## config.mk

```make
export PLATFORM = sky130hd
export DESIGN_NAME = pwm_dp
export DESIGN_NICKNAME = d
export VERILOG_FILES = /design/src/rtl/pwm_dp_pkg.sv /design/src/rtl/pwm_cfg_shadow.sv /design/src/rtl/pwm_dp.sv
export SDC_FILE = /design/constraint.sdc
export NUM_CORES = 1
export LEC_CHECK = 0
export ABC_AREA = 0
export CAP_MARGIN = 20
export CORE_MARGIN = 3
export CORE_UTILIZATION = 40
export CTS_CLUSTER_DIAMETER = 50
export CTS_CLUSTER_SIZE = 12
export DETAILED_ROUTE_END_ITERATION = 16
export SYNTH_ARGS = -nofsm -noshare
export SYNTH_HDL_FRONTEND = slang
export SYNTH_SLANG_ARGS = --single-unit
```

## constraint.sdc

```tcl
create_clock -name clk -period 2.6 [get_ports clk]
set_input_delay 0.26 -clock clk [delete_from_list [all_inputs] [get_ports clk]]
set_output_delay 0.26 -clock clk [all_outputs]
set_load 0.01 [all_outputs]
```

## src/rtl/pwm_dp_pkg.sv

```systemverilog
// Shared constants, control-unit state names and the configuration rule
// for the PWM datapath and its companion control unit.
package pwm_dp_pkg;

  localparam int WIDTH_DEF  = 8;
  localparam int RELOAD_OFS = 2;

  typedef enum logic [1:0] {
    CU_IDLE,
    CU_RELOAD,
    CU_LOW,
    CU_HIGH
  } cu_state_t;

  // Callers zero-extend; the 33-bit compare cannot overflow.
  function automatic logic cfg_ok(
    input logic [31:0] period,
    input logic [31:0] duty
  );
    logic [32:0] p;
    logic [32:0] lim;
    p   = {1'b0, period};
    lim = {1'b0, duty} + 33'(RELOAD_OFS);
    return (duty != 32'd0) && (p >= lim);
  endfunction

endpackage

```

## src/rtl/pwm_cfg_shadow.sv

```systemverilog
// Shadow period/duty slot with pending flag, validity check and
// a one-cycle reject pulse.
module pwm_cfg_shadow
  import pwm_dp_pkg::*;
#(
  parameter int WIDTH = WIDTH_DEF
) (
  input  logic             clk,
  input  logic             rst_n,
  input  logic             cfg_valid,
  output logic             cfg_ready,
  input  logic [WIDTH-1:0] cfg_period,
  input  logic [WIDTH-1:0] cfg_duty,
  output logic             cfg_err,
  input  logic             commit,
  output logic [WIDTH-1:0] shadow_period,
  output logic [WIDTH-1:0] shadow_duty,
  output logic             pending
);

  logic xfer;
  logic ok;

  assign cfg_ready = !pending;
  assign xfer      = cfg_valid && !pending;
  assign ok        = cfg_ok(32'(cfg_period),
                            32'(cfg_duty));

  // Commit needs pending=1 and a transfer needs pending=0,
  // so the two never coincide.
  always_ff @(posedge clk or negedge rst_n) begin
    if (!rst_n) begin
      shadow_period <= '0;
      shadow_duty   <= '0;
      pending       <= 1'b0;
      cfg_err       <= 1'b0;
    end else begin
      cfg_err <= xfer && !ok;
      if (xfer && ok) begin
        shadow_period <= cfg_period;
        shadow_duty   <= cfg_duty;
        pending       <= 1'b1;
      end else if (commit) begin
        pending <= 1'b0;
      end
    end
  end

endmodule

```

## src/rtl/pwm_dp.sv

```systemverilog
// PWM datapath: active period/duty registers, down counter and
// compare flags for an external control unit.
module pwm_dp
  import pwm_dp_pkg::*;
#(
  parameter int WIDTH = WIDTH_DEF
) (
  input  logic             clk,
  input  logic             reset,
  input  logic             cfg_valid,
  output logic             cfg_ready,
  input  logic [WIDTH-1:0] cfg_period,
  input  logic [WIDTH-1:0] cfg_duty,
  output logic             cfg_err,
  input  logic             loadReg,
  input  logic             loadCNT,
  output logic             isEq0,
  output logic             isEq1,
  output logic [WIDTH-1:0] period_q,
  output logic [WIDTH-1:0] duty_q
);

  logic [WIDTH-1:0] shadow_period;
  logic [WIDTH-1:0] shadow_duty;
  logic [WIDTH-1:0] count;
  logic [WIDTH-1:0] eff_period;
  logic             pending;
  logic             commit;

  pwm_cfg_shadow #(.WIDTH(WIDTH)) u_shadow (
    .clk           (clk),
    .rst_n         (reset),
    .cfg_valid     (cfg_valid),
    .cfg_ready     (cfg_ready),
    .cfg_period    (cfg_period),
    .cfg_duty      (cfg_duty),
    .cfg_err       (cfg_err),
    .commit        (commit),
    .shadow_period (shadow_period),
    .shadow_duty   (shadow_duty),
    .pending       (pending)
  );

  assign commit = pending && (loadReg || loadCNT);

  // A reload on a commit edge must see the new pair.
  assign eff_period = commit ? shadow_period : period_q;

  assign isEq0 = (count == '0);
  assign isEq1 = (count == duty_q);

  always_ff @(posedge clk or negedge reset) begin
    if (!reset) begin
      period_q <= WIDTH'(RELOAD_OFS);
      duty_q   <= '0;
    end else if (commit) begin
      period_q <= shadow_period;
      duty_q   <= shadow_duty;
    end
  end

  always_ff @(posedge clk or negedge reset) begin
    if (!reset) begin
      count <= '0;
    end else if (loadCNT) begin
      count <= eff_period - WIDTH'(RELOAD_OFS);
    end else if (loadReg) begin
      count <= count;
    end else if (count != '0) begin
      count <= count - 1'b1;
    end
  end

endmodule
```

==> metrics.txt <==
# TYPE chip_impl_metric gauge
chip_impl_metric{name="critical_path_arrival",unit="ns"} 2.66
chip_impl_metric{name="routed_wire_length_per_instance",unit="um"} 14.8
chip_impl_metric{name="post_cts_buffers",unit=""} 0
chip_impl_metric{name="switching_power_of_the_nets",unit="mW"} 1.09
chip_impl_info{name="worst_path_most_repeated_cell",value="sky130_fd_sc_hd__nand3_1"} 1
chip_impl_metric{name="worst_slew_pin_slew",unit="ns"} 0.939
chip_impl_metric{name="worstPathMaxFanout",unit=""} 17
chip_impl_info{name="postSynth.topFlopCell",value="sky130_fd_sc_hd__dfrtp_1"} 1
chip_impl_metric{name="switch_share",unit=""} 0.356
chip_impl_metric{name="vias_per_std_cell",unit=""} 5.12
chip_impl_metric{name="die_y",unit="um"} 82.9
chip_impl_metric{name="drtPass1Iterations",unit=""} 4
chip_impl_metric{name="dp_slack",unit="ns"} -0.188
chip_impl_metric{name="holdWs",unit="ns"} 0.104
chip_impl_metric{name="use_met2",unit=""} 0.242
chip_impl_metric{name="vias",unit=""} 1747
chip_impl_metric{name="tritoncts_sink_count",unit=""} 42
chip_impl_metric{name="clk_latency",unit="ns"} 0.29
chip_impl_metric{name="async_reset_ff_frac",unit=""} 1.00
chip_impl_info{name="setup_repair_after_global_routing_missed_its_margin",value="no"} 1
chip_impl_metric{name="grtUsageMet1",unit=""} 0.216
chip_impl_metric{name="tightest_slew_margin_relative_to_the_limit",unit=""} 0.374
chip_impl_info{name="worstSetupEndpointType",value="flip-flop"} 1
chip_impl_info{name="clock-root-buffer",value="sky130_fd_sc_hd__clkbuf_8"} 1
chip_impl_metric{name="h_tree_levels",unit=""} 2
chip_impl_info{name="top_library_cells_by_usage_in_the_layout_fill_and_taps_aside",value="41 x sky130_fd_sc_hd__dfrtp_1, 38 x sky130_fd_sc_hd__clkdlybuf4s50_1, 29 x sky130_fd_sc_hd__mux2_2"} 1
chip_impl_metric{name="placementRows",unit=""} 27
chip_impl_metric{name="synth.ff_latch_count",unit=""} 42
chip_impl_info{name="status",value="finished clean"} 1
chip_impl_metric{name="filler_cell_count",unit=""} 533
chip_impl_metric{name="cts-resized-gates",unit=""} 0
chip_impl_metric{name="cpPeakStageDelay",unit="ns"} 0.53
chip_impl_metric{name="chipWidth",unit="um"} 82.9
chip_impl_metric{name="core-area",unit="sq mm"} 0.00561
chip_impl_metric{name="antenna_violating_nets_post_route",unit=""} 0
chip_impl_metric{name="finalHoldViolations",unit=""} 0
chip_impl_info{name="timing.critical_path.cells",value="clkdlybuf4s50_1 > ha_2 > nand3_1 > xor2_1 > ha_1 > nand3_1 > nand2_1 > o221ai_1 > a211oi_4 > buf_12 > mux2_2"} 1
chip_impl_metric{name="detailed_place_hpwl",unit="um"} 3970
chip_impl_metric{name="seq_area_frac_synth",unit=""} 0.445
chip_impl_info{name="worst_setup_path_start_kind",value="input pin"} 1
chip_impl_metric{name="drv.max_cap_violation_count",unit=""} 0
chip_impl_metric{name="grt_pass1_vias",unit=""} 1750
chip_impl_metric{name="antenna_violations_before_repair",unit=""} 0
chip_impl_metric{name="cts.reportedPaths.clkPinSlew",unit="ns"} 0.08
chip_impl_metric{name="place.gp.congestion",unit=""} 0.809
chip_impl_metric{name="finish.cell_count_without_fillers",unit=""} 341
chip_impl_metric{name="mean_instance_size_in_the_synthesized_netlist",unit="sq um"} 11.3
chip_impl_metric{name="die_area",unit="sq mm"} 0.00687
chip_impl_metric{name="max-clock-path-buffers",unit=""} 2
chip_impl_metric{name="part_of_the_total_power_dissipated_in_sequential_elements",unit=""} 0.431
chip_impl_metric{name="total_wire_length_after_detailed_routing",unit="um"} 5060
chip_impl_info{name="global_route.peak_usage_layer",value="met2"} 1
chip_impl_info{name="clock_tree_from_tritoncts",value="done"} 1
chip_impl_metric{name="post_route_cells_drive_above_1_share",unit=""} 0.242
chip_impl_metric{name="syn_inst",unit=""} 210
chip_impl_metric{name="final_worst_setup_slack",unit="ns"} 0.113
chip_impl_metric{name="setup_viol_count_final",unit=""} 0
chip_impl_metric{name="finalMaxSlewViolations",unit=""} 0
chip_impl_metric{name="ys_warn_count",unit=""} 0
chip_impl_metric{name="cellInternalPower",unit="mW"} 1.98
chip_impl_metric{name="globalRouteMet3Util",unit=""} 0.0377
chip_impl_metric{name="syn-num-nets",unit=""} 243
chip_impl_metric{name="required",unit="ns"} 2.78
chip_impl_metric{name="r2r_slack",unit="ns"} 0.56
chip_impl_metric{name="grt_max_degree",unit=""} 43
chip_impl_metric{name="num_io_pins",unit=""} 41
chip_impl_metric{name="drc",unit=""} 0
chip_impl_metric{name="grt_pass1_wl",unit="um"} 8670
chip_impl_metric{name="cts_hold_buf",unit=""} 0
chip_impl_metric{name="utilization",unit=""} 0.546
chip_impl_metric{name="start_util",unit=""} 0.422
chip_impl_metric{name="netlist-cell-type-count",unit=""} 42
chip_impl_metric{name="syn_area",unit="sq mm"} 0.00236
chip_impl_info{name="cpMaxStageDelayCell",value="sky130_fd_sc_hd__clkdlybuf4s50_1"} 1
chip_impl_metric{name="nNetsFinal",unit=""} 301
chip_impl_metric{name="clock_skew",unit="ns"} 0.00746
chip_impl_info{name="final_common_cell",value="sky130_fd_sc_hd__dfrtp_1"} 1
chip_impl_info{name="criticalPathCategory",value="in -> reg"} 1
chip_impl_metric{name="total_power_per_unit_cell_area",unit="mW/mm^2"} 1000
chip_impl_metric{name="globalRouteOverflowTotal",unit=""} 0
chip_impl_info{name="timing.hold.worst.class",value="in -> async"} 1
chip_impl_metric{name="power_frac_clock",unit=""} 0.139
chip_impl_metric{name="synth_edf_count",unit=""} 0
chip_impl_metric{name="final_period_minus_worst_setup_slack",unit="ns"} 2.49
chip_impl_metric{name="groute.usage.overall",unit=""} 0.157
chip_impl_metric{name="area_growth",unit="%"} 29.4
chip_impl_metric{name="diodes",unit=""} 0
chip_impl_metric{name="max_freq",unit="GHz"} 0.402
chip_impl_metric{name="drtIter0Drc",unit=""} 63
chip_impl_metric{name="dp_cells",unit=""} 333
chip_impl_metric{name="io_buffers",unit=""} 40
chip_impl_metric{name="max-vdd-ir-drop",unit="mV"} 0.426
chip_impl_metric{name="comb_power_share",unit=""} 0.430
chip_impl_metric{name="final.period_utilization",unit=""} 0.956
chip_impl_metric{name="static_leakage",unit="nW"} 1.31
chip_impl_metric{name="tritoncts.num_buffers",unit=""} 5
## synth_stat cells (all sizes together), types with 2 or more instances
| library cell | count | area share |
|---|---|---|
| mux2 | 30 | 0.14 |
| nand3 | 7 | 0.015 |
| o211ai | 3 | 0.0095 |
| inv | 10 | 0.016 |
| ha | 12 | 0.063 |
| nand4 | 2 | 0.0053 |
| o21ai | 5 | 0.012 |
| o221ai | 2 | 0.0074 |
| nand2b | 2 | 0.0053 |
| mux2i | 4 | 0.017 |
| and3 | 3 | 0.0079 |
| xor2 | 9 | 0.033 |
| dfrtp | 41 | 0.43 |
| nor4 | 5 | 0.013 |
| a211oi | 3 | 0.015 |
| a21oi | 6 | 0.014 |
| nand2 | 14 | 0.022 |
| nor3 | 6 | 0.013 |
| xnor2 | 16 | 0.059 |
| buf | 6 | 0.016 |
| nor2 | 9 | 0.014 |
## sequential cells by signal, summed over array words and instances, names as in the netlist
register and flops:
period_q 8, u_shadow.shadow_duty 8, u_shadow.shadow_period 8, duty_q 8, count 8, u_shadow.pending 1, u_shadow.cfg_err 1
## cell type report
| type | count | area, sq um | area share |
|---|---|---|---|
| multi-input combinational | 151 | 1240 | 0.406 |
| sequential | 42 | 1050 | 0.344 |
| tap | 72 | 90.1 | 0.0294 |
| clock buffer | 7 | 86.3 | 0.0282 |
| timing repair buffer | 58 | 546 | 0.178 |
| clock inverter | 1 | 5.00 | 0.00164 |
| inverter | 10 | 37.5 | 0.0123 |
## power groups by stage
stage          Sequential (mW)  Combinational (mW)  Clock, mW
4_1_cts                   1.33                1.34      0.447
2_1_floorplan             1.27               0.839          0
5_1_grt                   1.38                1.45      0.480
6_report                  1.32                1.32      0.428
3_5_place_dp              1.34                1.33          0
3_3_place_gp              1.33                1.32          0
## worst max-delay path, delay by kind of cell
| family | cells | cell delay (ns) |
|---|---|---|
| buffers and inverters | 2 | 0.72 |
| adder cells (fa/ha/maj) | 2 | 0.52 |
| AO/OA/AOI/OAI | 2 | 0.42 |
| multiplexers | 1 | 0.34 |
| AND/OR/NAND/NOR | 3 | 0.26 |
| XOR/XNOR | 1 | 0.15 |
## per-stage QoR
step                      TNS [ns]  power (mW)  instance area (sq um)
after floorplan                  0        2.11                   2360
after global placement       -2.35        2.65                   2960
after detailed placement     -2.85        2.67                   2960
after CTS                        0        3.11                   3050
after global routing             0        3.31                   3060
final                            0        3.07                   3060
## kinds of logic (layout without fill, tap and decap cells)
kind of cell    after synthesis  in the layout  synth area share
simple gates                 54             54             0.116
flops                        42             42             0.445
mux                          34             34             0.160
compound gates               26             26            0.0894
xor+xnor                     25             25            0.0926
buf+inv                      17             76            0.0333
fa+ha+maj                    12             12            0.0635
## metal layers
| layer | wire (um) | part of all wire |
|---|---|---|
| met5 | 0 | 0 |
| met3 | 187 | 0.037 |
| met2 | 2400 | 0.47 |
| met1 | 2380 | 0.47 |
| met4 | 85 | 0.017 |
## final timing paths
check / to / start / cells after the start
setup / recovery: u_shadow.shadow_duty[1] / cfg_duty[1] / 11
hold / removal: period_q[3] / reset / 1
max in group asynchronous: duty_q[7] / reset / 1
hold reg to reg: duty_q[4] / u_shadow.shadow_duty[4] / 1
setup reg to reg: count[5] / count[1] / 7
min in group clk: duty_q[4] / u_shadow.shadow_duty[4] / 1
Note: power is estimated with default switching activity, not from simulation.
